<file path="config.mk">
export PLATFORM = sky130hd
export DESIGN_NAME = territory_counter
export DESIGN_NICKNAME = d
export VERILOG_FILES = /design/src/rtl/territory_counter.sv
export SDC_FILE = /design/constraint.sdc
export NUM_CORES = 1
export LEC_CHECK = 0
export BUFFER_PORTS_ARGS = -buffer_cell sky130_fd_sc_hd__clkbuf_2
export CORE_UTILIZATION = 46
export CTS_BUF_LIST = sky130_fd_sc_hd__clkbuf_4 sky130_fd_sc_hd__clkbuf_8
export DETAILED_ROUTE_END_ITERATION = 7
export GPL_ROUTABILITY_DRIVEN = 1
export GPL_TIMING_DRIVEN = 0
export PLACE_DENSITY_LB_ADDON = 0.15
export SLEW_MARGIN = 25
export SYNTH_ARGS = -nofsm -noshare
export SYNTH_HDL_FRONTEND = slang
export SYNTH_SLANG_ARGS = --single-unit
</file>
<file path="constraint.sdc">
create_clock -name CLOCK_50 -period 8.8 [get_ports CLOCK_50]
set_input_delay 0.88 -clock CLOCK_50 [delete_from_list [all_inputs] [get_ports CLOCK_50]]
set_output_delay 0.88 -clock CLOCK_50 [all_outputs]
set_load 0.005 [all_outputs]
</file>
<file path="src/rtl/territory_counter.sv">
// ============================================================================
//  Module   : territory_counter
//  Purpose  : Scans the territory RAM once per start pulse, counts the cells
//             owned by each of four players and reports winner and tie.
//  Revision : 1.0  initial release
// ============================================================================
`default_nettype none

module territory_counter #(
  parameter int X_MAX = 159,
  parameter int Y_MAX = 119
) (
  input  logic        CLOCK_50,
  input  logic        reset,
  input  logic        start,
  output logic [14:0] ram_addr,
  input  logic [2:0]  ram_q,
  output logic        busy,
  output logic        done,
  output logic [14:0] p1_count,
  output logic [14:0] p2_count,
  output logic [14:0] p3_count,
  output logic [14:0] p4_count,
  output logic [1:0]  winner,
  output logic        tie
);

  localparam logic [7:0] c_X_LAST = 8'(X_MAX);
  localparam logic [6:0] c_Y_LAST = 7'(Y_MAX);

  localparam logic [2:0] c_COL_P1 = 3'b001;
  localparam logic [2:0] c_COL_P2 = 3'b010;
  localparam logic [2:0] c_COL_P3 = 3'b100;
  localparam logic [2:0] c_COL_P4 = 3'b110;

  typedef enum logic [2:0] {
    S_IDLE    = 3'd0,
    S_SCAN    = 3'd1,
    S_DRAIN   = 3'd2,
    S_COMPARE = 3'd3,
    S_DONE    = 3'd4
  } state_t;

  state_t      r_state;
  logic [7:0]  r_x;
  logic [6:0]  r_y;
  logic        r_vld;
  logic [14:0] r_p1;
  logic [14:0] r_p2;
  logic [14:0] r_p3;
  logic [14:0] r_p4;
  logic [1:0]  r_step;
  logic [14:0] r_best_cnt;
  logic [1:0]  r_best_idx;
  logic        r_best_tie;
  logic        r_busy;
  logic        r_done;
  logic [1:0]  r_winner;
  logic        r_tie;

  logic        w_launch;
  logic [14:0] w_cand;
  logic [1:0]  w_cand_idx;
  logic [14:0] w_ref_cnt;
  logic [1:0]  w_ref_idx;
  logic        w_ref_tie;

  // DONE's first cycle latches the result and still reports busy, so a start
  // there is ignored like any other start during a scan.
  assign w_launch = start && ((r_state == S_IDLE) ||
                              ((r_state == S_DONE) && !r_busy));

  // Step 0 compares directly against P1: its final count only settles on the
  // DRAIN edge, so the running best cannot be seeded earlier.
  assign w_cand     = (r_step == 2'd0) ? r_p2 : ((r_step == 2'd1) ? r_p3 : r_p4);
  assign w_cand_idx = r_step + 2'd1;
  assign w_ref_cnt  = (r_step == 2'd0) ? r_p1 : r_best_cnt;
  assign w_ref_idx  = (r_step == 2'd0) ? 2'd0 : r_best_idx;
  assign w_ref_tie  = (r_step == 2'd0) ? 1'b0 : r_best_tie;

  always_ff @(posedge CLOCK_50) begin
    if (reset) begin
      r_state    <= S_IDLE;
      r_x        <= 8'd0;
      r_y        <= 7'd0;
      r_vld      <= 1'b0;
      r_p1       <= 15'd0;
      r_p2       <= 15'd0;
      r_p3       <= 15'd0;
      r_p4       <= 15'd0;
      r_step     <= 2'd0;
      r_best_cnt <= 15'd0;
      r_best_idx <= 2'd0;
      r_best_tie <= 1'b0;
      r_busy     <= 1'b0;
      r_done     <= 1'b0;
      r_winner   <= 2'd0;
      r_tie      <= 1'b0;
    end else begin
      r_vld <= (r_state == S_SCAN);

      if (r_vld) begin
        case (ram_q)
          c_COL_P1: r_p1 <= r_p1 + 15'd1;
          c_COL_P2: r_p2 <= r_p2 + 15'd1;
          c_COL_P3: r_p3 <= r_p3 + 15'd1;
          c_COL_P4: r_p4 <= r_p4 + 15'd1;
          default: ;
        endcase
      end

      if (w_launch) begin
        r_state <= S_SCAN;
        r_x     <= 8'd0;
        r_y     <= 7'd0;
        r_p1    <= 15'd0;
        r_p2    <= 15'd0;
        r_p3    <= 15'd0;
        r_p4    <= 15'd0;
        r_busy  <= 1'b1;
        r_done  <= 1'b0;
      end else begin
        case (r_state)
          S_SCAN: begin
            if (r_y == c_Y_LAST) begin
              r_y <= 7'd0;
              if (r_x == c_X_LAST) begin
                r_x     <= 8'd0;
                r_state <= S_DRAIN;
              end else begin
                r_x <= r_x + 8'd1;
              end
            end else begin
              r_y <= r_y + 7'd1;
            end
          end

          S_DRAIN: begin
            r_step  <= 2'd0;
            r_state <= S_COMPARE;
          end

          S_COMPARE: begin
            if (w_cand > w_ref_cnt) begin
              r_best_cnt <= w_cand;
              r_best_idx <= w_cand_idx;
              r_best_tie <= 1'b0;
            end else begin
              r_best_cnt <= w_ref_cnt;
              r_best_idx <= w_ref_idx;
              r_best_tie <= w_ref_tie || (w_cand == w_ref_cnt);
            end
            r_step <= r_step + 2'd1;
            if (r_step == 2'd2) begin
              r_state <= S_DONE;
            end
          end

          S_DONE: begin
            if (r_busy) begin
              r_winner <= r_best_idx;
              r_tie    <= r_best_tie;
              r_busy   <= 1'b0;
              r_done   <= 1'b1;
            end
          end

          default: r_state <= S_IDLE;
        endcase
      end
    end
  end

  assign ram_addr = (r_state == S_SCAN) ? {r_x, r_y} : 15'd0;
  assign busy     = r_busy;
  assign done     = r_done;
  assign p1_count = r_p1;
  assign p2_count = r_p2;
  assign p3_count = r_p3;
  assign p4_count = r_p4;
  assign winner   = r_winner;
  assign tie      = r_tie;

endmodule

`default_nettype wire

</file>
======== Word-level counts from Yosys, hierarchy flattened ========
Cells that the tools add are included.
word-level totals
  register bits after elaboration ......... 104
  bits of input ports ..................... 6
  word-level logic and storage cells ...... 89
operators by class
  $add $sub $neg .......................... 7
  eq/ne operators ......................... 20
  reduce and logical (&&, ||, !) cells .... 23
  muxes and demuxes ....................... 19
  bitwise gates (word level) .............. 2
  order comparisons ....................... 1
operators by type and width
  operator                 number
  $mux W15                 5
  $add A15 B1 Y15 const B  4
  $reduce_and A2 Y1        8
  $eq A15 B15 Y1           1
  $gt A15 B15 Y1           1
  $pmux W3 S4              1
  $eq A3 B2 Y1 const B     3
  $eq A3 B3 Y1 const B     3
  $mux W3                  3
  $add A8 B1 Y8 const B    1
  $eq A8 B8 Y1 const B     1
  $mux W8                  1
  $reduce_and A4 Y1        2
  $add A7 B1 Y7 const B    1
  $eq A7 B7 Y1 const B     1
  $mux W7                  1
  $eq A3 B1 Y1 const B     2
  $ne A3 B2 Y1 const B     2
  $reduce_and A3 Y1        2
  $reduce_bool A2 Y1       3
  $mux W1                  5
  $mux W2                  2
  $ne A2 B1 Y1 const B     2
  $ne A2 B2 Y1 const B     2
  12 further kinds         15

======== Logic depth before layout (Yosys ltp) ========
Gate-level depths: netlist (run 1).
  depth after elaboration ................. 6
  mapped depth ............................ 14
  depth with buffers taken out ............ 12

======== Worst setup path after synthesis (run 1) ========
No wires, ideal clock.
  kind .................................... register to register
  start ................................... register r_step[0]
  end ..................................... register r_best_cnt[11]
  period minus slack after synthesis ...... 2887 ps
  setup slack ............................. 5913 ps
  path buffers ............................ 3
  data required time ...................... 8712 ps
  stages on the path, launching flop included .. 14
  arrival ................................. 2799 ps
  path through ............................ dfxtp_1 -> inv_1 -> ha_1 -> clkbuf_1 -> clkbuf_1 -> o21ai_0 -> ha_1 -> nand4_1 -> nor3_2 -> nand2_2 -> o21a_4 -> buf_6 -> or2_1 -> a311oi_2
on the way
  word-level cells in the longest chain between the ends .. 5
  elaborated cells on any way between the ends .. 7
RTL lines
  item                      RTL line  text
  start: declaration        52        logic [1:0] r_step;
  start signal: assignment  153       r_step <= r_step + 2'd1;
  $eq A2 B1 Y1              75        assign w_cand = (r_step == 2'd0) ? r_p2 : ((r_step == 2'd1) ? r_p3 : r_p4);
  $mux W15 (2 in a row)     75
  $gt A15 B15 Y1            144       if (w_cand > w_ref_cnt) begin
  $mux W15 (*)              144
  end signal: assignment    145       r_best_cnt <= w_cand;
  end signal: assignment    149       r_best_cnt <= w_ref_cnt;
  end: declaration          53        logic [14:0] r_best_cnt;
Every way passes the cells marked *; elsewhere a longest branch is shown, timed or not.
A chain may end at the register's enable or synchronous reset.

======== Worst setup path after layout (run 1) ========
  start ................................... register r_step[0]
  end ..................................... register r_best_cnt[4]
The elaborated chain is that of the path after synthesis.

==> metrics.yaml, run 1 <==
route:
  dr.pass1.iters: 7
  finalWirelength_um: 14020
  routed_via_density: 5.469
  routedWlPerCell_um: 15.85
  drtIter0Drc: 281
  ant_nets: 0
  drcViolationCount: 10
  vias: 4835
floorplan:
  die_area_um2: 12370
  start_util_pct: 47.66
  die_w_um: 111.2
  die_y_um: 111.2
  rows: 39
  core_um2: 11520
  pin_count: 86
synthesis:
  syn_area_um2: 5489
  ys.flop_type: "dfxtp_1"
  yosysTopAreaCell: "dfxtp_1"
  ys_async_sr_fraction_pct: 0
  seq_area_frac_synth_pct: 37.93
  synth_top_area_share_pct: 37.93
  synth_fp_nets: 672
  netlist_top_cells_area: "dfxtp_1, xor2_1, nor2_1"
  synth.avg_cell_area_um2: 8.563
  synth_edf_count: 0
  postSynthCellCount: 641
  synth_seq_cells: 104
  ys_warn_count: 0
  synth.distinct_cells: 54
sta:
  fin_crit_sh_pct: 42.55
  worst_slew_pin_slew_ns: 0.7634
  worst_slack_ns: 5.056
  layout_min_cycle_time_ns: 3.744
  final.setup.tns_ns: 0
  fmax_mhz: 267.1
  hold_violations: 0
  skew_ns: 0.01451
  hold_ws_ns: 0.4619
  slew_headroom_pct: 48.72
  rsz0062_at_grt: "false"
  slew_violations: 0
  setup_violations: 0
global_routing:
  grt_pass1_vias: 4447
  grt_pass1_wl_um: 23040
  grt_antenna_before_repair: 0
  met3_usage_pct: 3.663
  use_met2_pct: 37.17
  grt_use_total_pct: 23.49
  grt-busiest-layer: "met2"
  grt_max_degree: 19
  grtUsageMet1_pct: 32.33
  overflow: 0
cts:
  cts_setup_buffers: 0
  hold_buffers: 0
  clk_latency_ns: 0.39
  clock-root-buffer: "clkbuf_8"
  numCtsBuffers: 9
  ctsResizeCount: 0
  clk_pin_slew_ns: 0.11
  numClockSinks: 104
  clk_path_buf_depth: 2
  cts_tree: "yes"
  cts_max_level: 3
final_layout:
  fillerInstances: 1083
  antenna_cells: 0
  fin_cells: 884
  syn_to_final_growth_pct: 14.16
  drive_above_1_share_pct: 18.22
  multiInputGateArea_um2: 3206
  nNetsFinal: 767
  mostFrequentLayoutCells: "nor2_1, dfxtp_1, clkbuf_2, nand2_1, xor2_1"
  seqCellArea_um2: 2082
setup_path:
  crit_chain: "inv_1 > ha_1 > clkbuf_1 > clkbuf_1 > o21ai_0 > ha_1 > nand4_1 > nor3_2 > o21a_2 > o21a_4 > buf_6 > nand2_1 > a311oi_1"
  crit_slowest_cell: "dfxtp_1"
  crit_fanout: 10
  critical_path_class: "flip-flop to flip-flop"
  crit_required_ns: 9.09
  arrival_ns: 4.03
  max_stage_delay_ns: 0.39
  endpoint_kind: "flip-flop"
  cp_top_family: "compound AO/OA/AOI/OAI gates"
  start_kind: "flip-flop"
  cp_num_buf_inv: 4
power:
  fin_total_pwr_mw: 0.7947
  ir_worst_vdd_uv: 73.97
  cellLeakagePower_nw: 2.515
  powerDensity_nw_per_um2: 126.8
place:
  gp_congestion: 0.8681
  dp_hpwl_um: 10580
  port_buffers: 84
  dpl_worst_slack_ns: 5.160
  place_inst: 868
worst_hold_path:
  min-delay-path-class: "flip-flop to flip-flop"
flow_run:
  drv_cap: 0
run_status:
  status: "finished, violations left"
  violations: "design-rule violations"
sequential cells by signal (all words and copies together) (netlist names), named ones only:
register	cells
p1_count	15
p2_count	15
p3_count	15
p4_count	15
r_best_cnt	14
r_x	8
r_y	7
r_state	3
r_best_idx	2
r_step	2
winner	2
busy	1
done	1
r_best_tie	1
r_vld	1
tie	1
worst register-to-register path, delay by kind of cell (launching register included):
kind	cells	cell delay (ns)
flops	1	0.39
fa+ha+maj	2	0.54
simple gates	3	0.59
compound gates	4	1.06
buf+inv	4	1.05
power breakdown:
part	switching (mW)	internal, mW
Clock	0.179	0.106
Sequential	0.00183	0.472
Combinational	0.0246	0.0110
Total	0.206	0.589
final timing paths:
kind	depth (start not counted)	slack, ns	endpoint	start
worst max-delay path	13	5.06	r_best_cnt[4]	r_step[0]
worst min-delay path	2	0.46	r_best_cnt[8]	r_best_cnt[8]
worst max register to register	13	5.06	r_best_cnt[4]	r_step[0]
worst min register to register	2	0.46	r_best_cnt[8]	r_best_cnt[8]
layout make-up:
| class | count | area share [%] |
|---|---|---|
| sequential | 104 | 33.23 |
| buffer | 31 | 2.556 |
| tap | 143 | 2.855 |
| inverter | 11 | 0.6589 |
| timing repair buffer | 84 | 6.709 |
| multi-input combinational | 495 | 51.16 |
| clock buffer | 9 | 1.977 |
| clock inverter | 7 | 0.8586 |
kinds of logic (layout without fill, tap and decap cells):
| family | Yosys count | count (layout) | share of synthesized area, % |
|---|---|---|---|
| xor+xnor | 61 | 61 | 9.733 |
| compound gates | 78 | 78 | 9.483 |
| mux | 38 | 38 | 6.952 |
| buf+inv | 42 | 142 | 3.670 |
| flops | 104 | 104 | 37.93 |
| fa+ha+maj | 25 | 25 | 5.699 |
| simple gates | 293 | 293 | 26.53 |
layer usage:
metal | vias up | part of all wire [%]
met5 | - | 0
met2 | 118 | 47
met3 | 19 | 4.6
li1 | 2405 | -
met4 | 0 | 1.9
met1 | 2293 | 47
stage by stage:
| stage | utilization, % | instance area [um2] |
|---|---|---|
| global placement | 52.87 | 6088 |
| floorplan | - | 5489 |
| CTS | 54.41 | 6266 |
| finish | 54.41 | 6266 |
| detailed placement | 52.87 | 6088 |
| global route | 54.41 | 6266 |
cell usage after synthesis, types with 5 or more instances:
| library cell | number |
|---|---|
| or2_2 | 6 |
| or3_1 | 5 |
| nand2_1 | 64 |
| nor3_1 | 8 |
| and4_1 | 8 |
| o21ai_0 | 22 |
| a311oi_1 | 6 |
| nand4_1 | 20 |
| xor2_1 | 45 |
| nand2b_1 | 5 |
| clkbuf_1 | 18 |
| inv_1 | 11 |
| ha_1 | 25 |
| nand3_1 | 25 |
| mux2i_1 | 37 |
| buf_2 | 7 |
| dfxtp_1 | 104 |
| xnor2_1 | 16 |
| nor2_1 | 104 |
| and2_1 | 17 |
| a21oi_1 | 29 |
| and3_1 | 9 |
Note: power is estimated with default switching activity, not from simulation.
==> inputs of run 2 (changes only) <==
Clock period 8.8 ns to 3.7 ns, I/O delays scaled along.
==> run 2 against run 1 <==
The flow still finishes with violations (design-rule violations). Critical path type unchanged. Count of clock-buffer cells in the layout unchanged. Power is 140% higher. Worst hold slack lost 0.016 ns. Register-to-register slack got worse by 4.9 ns. Largest power group unchanged. Die area unchanged.
==> metrics.yaml, run 2 (synthesized netlist as in run 1, its figures left out) <==
floorplan:
  die_w_um: 111.2  # unchanged
  die_y_um: 111.2  # unchanged
  die_area_um2: 12370  # unchanged
  pin_count: 86  # unchanged
  rows: 39  # unchanged
  start_util_pct: 47.66  # unchanged
  core_um2: 11520  # unchanged
route:
  wl_met2_um: 6489  # -0.57%
  routedWlPerCell_um: 15.91  # +0.34%
  ant_nets: 0  # unchanged
  met3WireLength_um: 598  # -6.9%
  dr.pass1.iters: 7  # unchanged
  wl_met1_um: 6708  # +2.0%
  finalWirelength_um: 14060  # +0.34%
  highest_layer: "met4"
  vias: 4847  # +0.25%
  drtIter0Drc: 292  # +3.9%
  drcViolationCount: 10  # unchanged
  routed_via_density: 5.483  # +0.25%
cts:
  clk_pin_slew_ns: 0.11  # about the same
  clock-root-buffer: "clkbuf_8"
  numCtsBuffers: 9  # unchanged
  clk_path_buf_depth: 2  # unchanged
  clk_latency_ns: 0.39  # about the same
  cts_max_level: 3  # unchanged
  numClockSinks: 104  # unchanged
  cts_tree: "yes"
  hold_buffers: 0  # unchanged
sta:
  worst_slack_ns: 0.1832  # -4.873 ns
  fmax_mhz: 284.4  # +6.5%
  skew_ns: 0.01378  # -0.0007300 ns
  setup_violations: 0  # unchanged
  slew_headroom_pct: 48.43  # -0.29 points
  layout_min_cycle_time_ns: 3.517  # -0.2275 ns
  worst_slew_pin_slew_ns: 0.7677  # +0.004308 ns
  rsz0062_at_grt: "false"
  hold_ws_ns: 0.4464  # -0.01554 ns
  final.setup.tns_ns: 0  # unchanged
  slew_violations: 0  # unchanged
  fin_crit_sh_pct: 95.05  # +52 points
  hold_violations: 0  # unchanged
setup_path:
  endpoint_kind: "flip-flop"
  start_kind: "flip-flop"
  crit_fanout: 10  # unchanged
  crit_slowest_cell: "ha_1"
  path_common_cell: "ha_1"
  max_stage_delay_ns: 0.35  # -0.04 ns
  crit_chain: "inv_1 > ha_1 > clkbuf_4 > mux2i_1 > o21ai_0 > ha_1 > nand4_1 > nor3_4 > o21a_2 > o21a_4 > buf_6 > nand2_1 > a311oi_1"
  crit_required_ns: 3.99  # -5.10 ns
  arrival_ns: 3.80  # -0.23 ns
  critical_path_class: "flip-flop to flip-flop"
final_layout:
  multiInputGateArea_um2: 3216  # +0.31%
  seqCellArea_um2: 2083  # about the same
  mostFrequentLayoutCells: "nor2_1, dfxtp_1, clkbuf_2, nand2_1, xor2_1"
  drive_above_1_share_pct: 18.76  # +0.54 points
  antenna_cells: 0  # unchanged
  layout_commonest_cell: "nor2_1"
  utilization_pct: 54.55  # +0.14 points
  nNetsFinal: 767  # unchanged
  syn_to_final_growth_pct: 14.45
  fillerInstances: 1080  # -0.28%
global_routing:
  grt_max_degree: 19  # unchanged
  grt_antenna_before_repair: 0  # unchanged
  grt_pass1_wl_um: 23040  # unchanged
  grt_pass1_vias: 4447  # unchanged
  grt_use_total_pct: 23.49  # unchanged
  overflow: 0  # unchanged
power:
  internal_power_mw: 1.401  # +140%
  p_seq_share_pct: 59.6  # about the same
  ir_worst_vdd_uv: 176.3  # +140%
  cellLeakagePower_nw: 2.525  # +0.39%
  netSwitchingPower_mw: 0.4899  # +140%
  swShare_pct: 25.91  # about the same
  clkPwrFrac_pct: 35.9  # about the same
  p_comb_share_pct: 4.5  # about the same
  fin_total_pwr_mw: 1.891  # +140%
  powerDensity_nw_per_um2: 301.0  # +140%
flow_run:
  drv_cap: 0  # unchanged
run_status:
  violations: "design-rule violations"
  status: "finished, violations left"
place:
  dpl_worst_slack_ns: 0.06042  # -5.100 ns
  port_buffers: 84  # unchanged
  dp_hpwl_um: 10580  # unchanged
  gp_congestion: 0.8681  # unchanged
worst_hold_path:
  min-delay-path-class: "input port to flip-flop"
-- run 2: routing by layer --
layer | vias up | track usage [%]
met5 | - | 0
met4 | 0 | 8.378
met3 | 22 | 3.663
met2 | 125 | 37.17
met1 | 2297 | 32.33
li1 | 2403 | -
-- run 2: worst max-delay path: cells and delay by family, from the launching register on --
family,cells,cell delay [ns]
AOI/OAI and AO/OA,4,0.97
and+or+nand+nor,3,0.58
muxes,1,0.33
adders and majority gates,2,0.59
DFF,1,0.34
buffers and inverters,3,0.58
-- run 2: final timing paths --
kind / from / end / slack [ns] / cells after the start
max: r_step[1] / r_best_cnt[4] / 0.18 / 13
min reg2reg: r_best_cnt[8] / r_best_cnt[8] / 0.46 / 2
max reg2reg: r_step[1] / r_best_cnt[4] / 0.18 / 13
min: start / busy / 0.45 / 4
-- run 2: power groups by stage --
stage | Clock [mW] | Combinational, mW | Sequential [mW]
after floorplan | 0 | 0.0564 | 1.15
after global placement | 0 | 0.0836 | 1.15
after detailed placement | 0 | 0.0850 | 1.15
after CTS | 0.690 | 0.0853 | 1.13
after global routing | 0.736 | 0.0935 | 1.13
final | 0.678 | 0.0849 | 1.13
-- run 2: repair_timing --
| item | 4_1_cts | 5_1_grt |
|---|---|---|
| buffers inserted | 0 | 0 |
| resized for setup | 1 | 6 |
| endpoints found under the setup margin | 1 | 16 |
-- run 2: cell type report --
type / count / share of cell area, %
inverters: 11 / 0.6572
plain buffers: 31 / 2.629
repair buffers: 84 / 6.692
clock buffers: 9 / 1.972
multi-input cells: 495 / 51.18
well taps: 143 / 2.848
flip-flops and latches: 104 / 33.16
clock inverters: 7 / 0.8564
-- run 2: metrics by stage --
| stage | cells | instance area [um2] |
|---|---|---|
| finish | 884 | 6282 |
| detailed placement | 868 | 6088 |
| global route | 884 | 6282 |
| CTS | 884 | 6267 |
| floorplan | 641 | 5489 |
| global placement | 868 | 6088 |
==> inputs of run 3 (changes only) <==
Settings changed: ABC_AREA set to 1, SKIP_LAST_GASP set to 1.
==> run 3 against run 2 <==
The flow now finishes without violations. Count of clock-buffer cells in the layout increased by 1. Global-route usage increased by 1.7 points. Maximum frequency increased by 4.8%. Sequential power increased by 7%. Final area increased by 6.1%. Core utilization increased by 0.23 points. Via count increased by 17%. Critical endpoint is now r_best_cnt[3]. Routed wire length increased by 11%. Power increased by 60%.
==> metrics.yaml, run 3 <==
synthesis:
  synthXorXnorAreaFrac_pct: 1.352  # -8.4 points
  seq_area_frac_synth_pct: 35.70  # -2.2 points
  ys_async_sr_fraction_pct: 0  # unchanged
  synthAdderAreaFrac_pct: 5.364  # -0.33 points
  synth_compound_area_share_pct: 15.81  # +6.3 points
  ys.flop_type: "dfxtp_1"
  synth_top_family_by_area: "simple AND/OR/NAND/NOR gates"
  synth.avg_cell_area_um2: 6.688  # -22%
  syn_area_um2: 5832  # +6.2%
  synth_fp_nets: 903  # +34%
  synth_edf_count: 0  # unchanged
  synth.distinct_cells: 35  # -35%
  synth.cells.most_frequent: "nand2_1, inv_1, dfxtp_1"
  synth_seq_cells: 104  # unchanged
  yosysMostFrequentCell: "nand2_1"
  yosysTopAreaCell: "dfxtp_1"
  synthMuxAreaShare_pct: 0.1716  # -6.8 points
  netlist_top_cells_area: "dfxtp_1, nand2_1, inv_1"
  synth_top_area_share_pct: 35.70  # -2.2 points
  yosys.area_share.simple_pct: 30.98  # +4.4 points
  postSynthCellCount: 872  # +36%
  ys_warn_count: 0  # unchanged
cts:
  ctsResizeCount: 0  # -1
  hold_buffers: 0  # unchanged
  numCtsBuffers: 9  # unchanged
  clk_pin_slew_ns: 0.09  # -0.02 ns
  clk_latency_ns: 0.38  # about the same
  cts_setup_buffers: 0  # unchanged
  numClockSinks: 104  # unchanged
  cts_max_level: 3  # unchanged
  clk_path_buf_depth: 2  # unchanged
  clock-root-buffer: "clkbuf_8"
  cts_tree: "yes"
floorplan:
  rows: 40  # +2.6%
  pin_count: 86  # unchanged
  die_w_um: 114.6  # +3.0%
  start_util_pct: 47.95  # +0.29 points
  die_area_um2: 13130  # +6.1%
  die_y_um: 114.6  # +3.0%
  core_um2: 12160  # +5.6%
sta:
  final.setup.tns_ns: 0  # unchanged
  worst_slack_ns: 0.3431  # +0.1599 ns
  hold_ws_ns: 0.2644  # -0.1820 ns
  hold_violations: 0  # unchanged
  slew_headroom_pct: 48.12  # -0.31 points
  fmax_mhz: 297.9  # +4.8%
  rsz0062_at_grt: "false"
  layout_min_cycle_time_ns: 3.357  # -0.1599 ns
  skew_ns: 0.01061  # -0.003164 ns
  slew_violations: 0  # unchanged
  setup_violations: 0  # unchanged
  fin_crit_sh_pct: 90.73  # -4.3 points
  worst_slew_pin_slew_ns: 0.7782  # +0.01049 ns
global_routing:
  grt_max_degree: 17  # -2
  grt_use_total_pct: 25.23  # +1.7 points
  overflow: 0  # unchanged
  grt_pass1_vias: 5202  # +17%
  grt_pass1_wl_um: 25410  # +10%
  grt_antenna_before_repair: 0  # unchanged
power:
  ir_worst_vdd_uv: 355.3  # +100%
  cellLeakagePower_nw: 2.880  # +14%
  powerDensity_nw_per_um2: 453.5  # +51%
  fin_total_pwr_mw: 3.022  # +60%
route:
  dr.pass1.iters: 7  # unchanged
  drcViolationCount: 0  # -10
  routedWlPerCell_um: 13.73  # -14%
  routed_via_density: 4.990  # -9.0%
  finalWirelength_um: 15650  # +11%
  drtIter0Drc: 307  # +5.1%
  ant_nets: 0  # unchanged
  vias: 5689  # +17%
setup_path:
  endpoint_kind: "flip-flop"
  crit_path_start: "r_step[0]"
  critical_path_class: "flip-flop to flip-flop"
  start_kind: "flip-flop"
  crit_fanout: 10  # unchanged
  r2r_start: "r_step[0]"
  reg2reg_to: "r_best_cnt[3]"
  rrSetupSlack_ns: 0.34  # +0.16 ns
  crit_required_ns: 3.95  # -0.04 ns
  cp-endpoint: "r_best_cnt[3]"
  arrival_ns: 3.61  # -0.19 ns
  reg2reg_depth: 18  # +5
place:
  placed_area_um2: 6467  # +6.2%
  dp_hpwl_um: 12130  # +15%
  place_inst: 1125  # +30%
  dpl_worst_slack_ns: 0.3683  # +0.3079 ns
  gp_congestion: 0.9108  # +4.9%
  port_buffers: 85  # +1.2%
final_layout:
  antenna_cells: 0  # unchanged
  drive_above_1_share_pct: 14.30  # -4.5 points
  syn_to_final_growth_pct: 14.25
  utilization_pct: 54.78  # +0.23 points
  fin_cells: 1140  # +29%
  layout_commonest_cell: "nand2_1"
  stdcell_area_um2: 6663  # +6.1%
  nNetsFinal: 999  # +30%
  fillerInstances: 1242  # +15%
  mostFrequentLayoutCells: "nand2_1, inv_1, dfxtp_1, a21oi_1, clkbuf_2"
worst_hold_path:
  min-delay-path-class: "input port to flip-flop"
run_status:
  status: "completed"
flow_run:
  drv_cap: 0  # unchanged
-- run 3: cell types whose count changed after synthesis, moves of 20 or more --
cell     previous run  this run
a21oi_1            29        88
inv_1              11       135
mux2i_1            37         1
nand2_1            64       183
nand3_1            25        56
nor2_1            104        75
nor3_1              8        28
o21ai_0            22        62
xor2_1             45         7
-- run 3: cell type report --
type                       instances  area (um2)  area share, %
inverter                         138       518.0          7.775
timing repair buffer              85       425.4          6.385
clock inverter                     5       57.56         0.8638
multi-input combinational        605        3131          46.99
buffer                            25       101.3          1.521
sequential                       104        2082          31.25
tap                              168       210.2          3.155
clock buffer                      10       137.6          2.066
-- run 3: power breakdown --
group	leakage [nW]	internal, mW	switching, mW	total, mW
Combinational	1.95	0.319	0.770	1.09
Sequential	0.839	1.17	0.0405	1.21
Clock	0.0904	0.326	0.395	0.721
Total	2.88	1.82	1.21	3.02
-- run 3: critical path: stages (launching register included) --
cell	delay, ns
dfxtp_1	0.37
inv_1	0.11
ha_1	0.28
inv_1	0.12
buf_2	0.22
clkbuf_1	0.39
o21a_1	0.23
inv_1	0.06
ha_1	0.29
nand2_1	0.05
nor2_1	0.11
inv_1	0.07
nor2_1	0.08
nand3b_1	0.18
nand2_2	0.20
buf_2	0.26
nand2_1	0.07
nand3_1	0.08
a21oi_1	0.07
-- run 3: cell families (layout without fill, tap and decap cells) --
family / count (synthesis) / after routing
AOI/OAI and AO/OA: 173 / 173
xor gates and xnor gates: 9 / 9
adders and majority gates: 25 / 25
buffers and inverters: 163 / 263
DFF: 104 / 104
muxes: 1 / 1
and+or+nand+nor: 397 / 397
-- run 3: worst min-delay path by stage --
stage                        from             to  slack (ns)  cells after the start
finish                      start           busy        0.26                      3
global route                start           busy        0.26                      3
CTS                         start           busy        0.24                      3
detailed placement  r_best_cnt[3]  r_best_cnt[3]        0.45                      2
global placement    r_best_cnt[3]  r_best_cnt[3]        0.45                      2
floorplan              r_best_tie     r_best_tie        0.44                      2
-- run 3: per-layer routing --
| layer | global-route usage, % | routed length [um] | vias up |
|---|---|---|---|
| met1 | 33.28 | 7517 | 2521 |
| met3 | 4.235 | 888 | 27 |
| met2 | 39.96 | 6756 | 124 |
| met5 | 0 | 0 | - |
| met4 | 12.29 | 488 | 0 |
| li1 | - | - | 3017 |
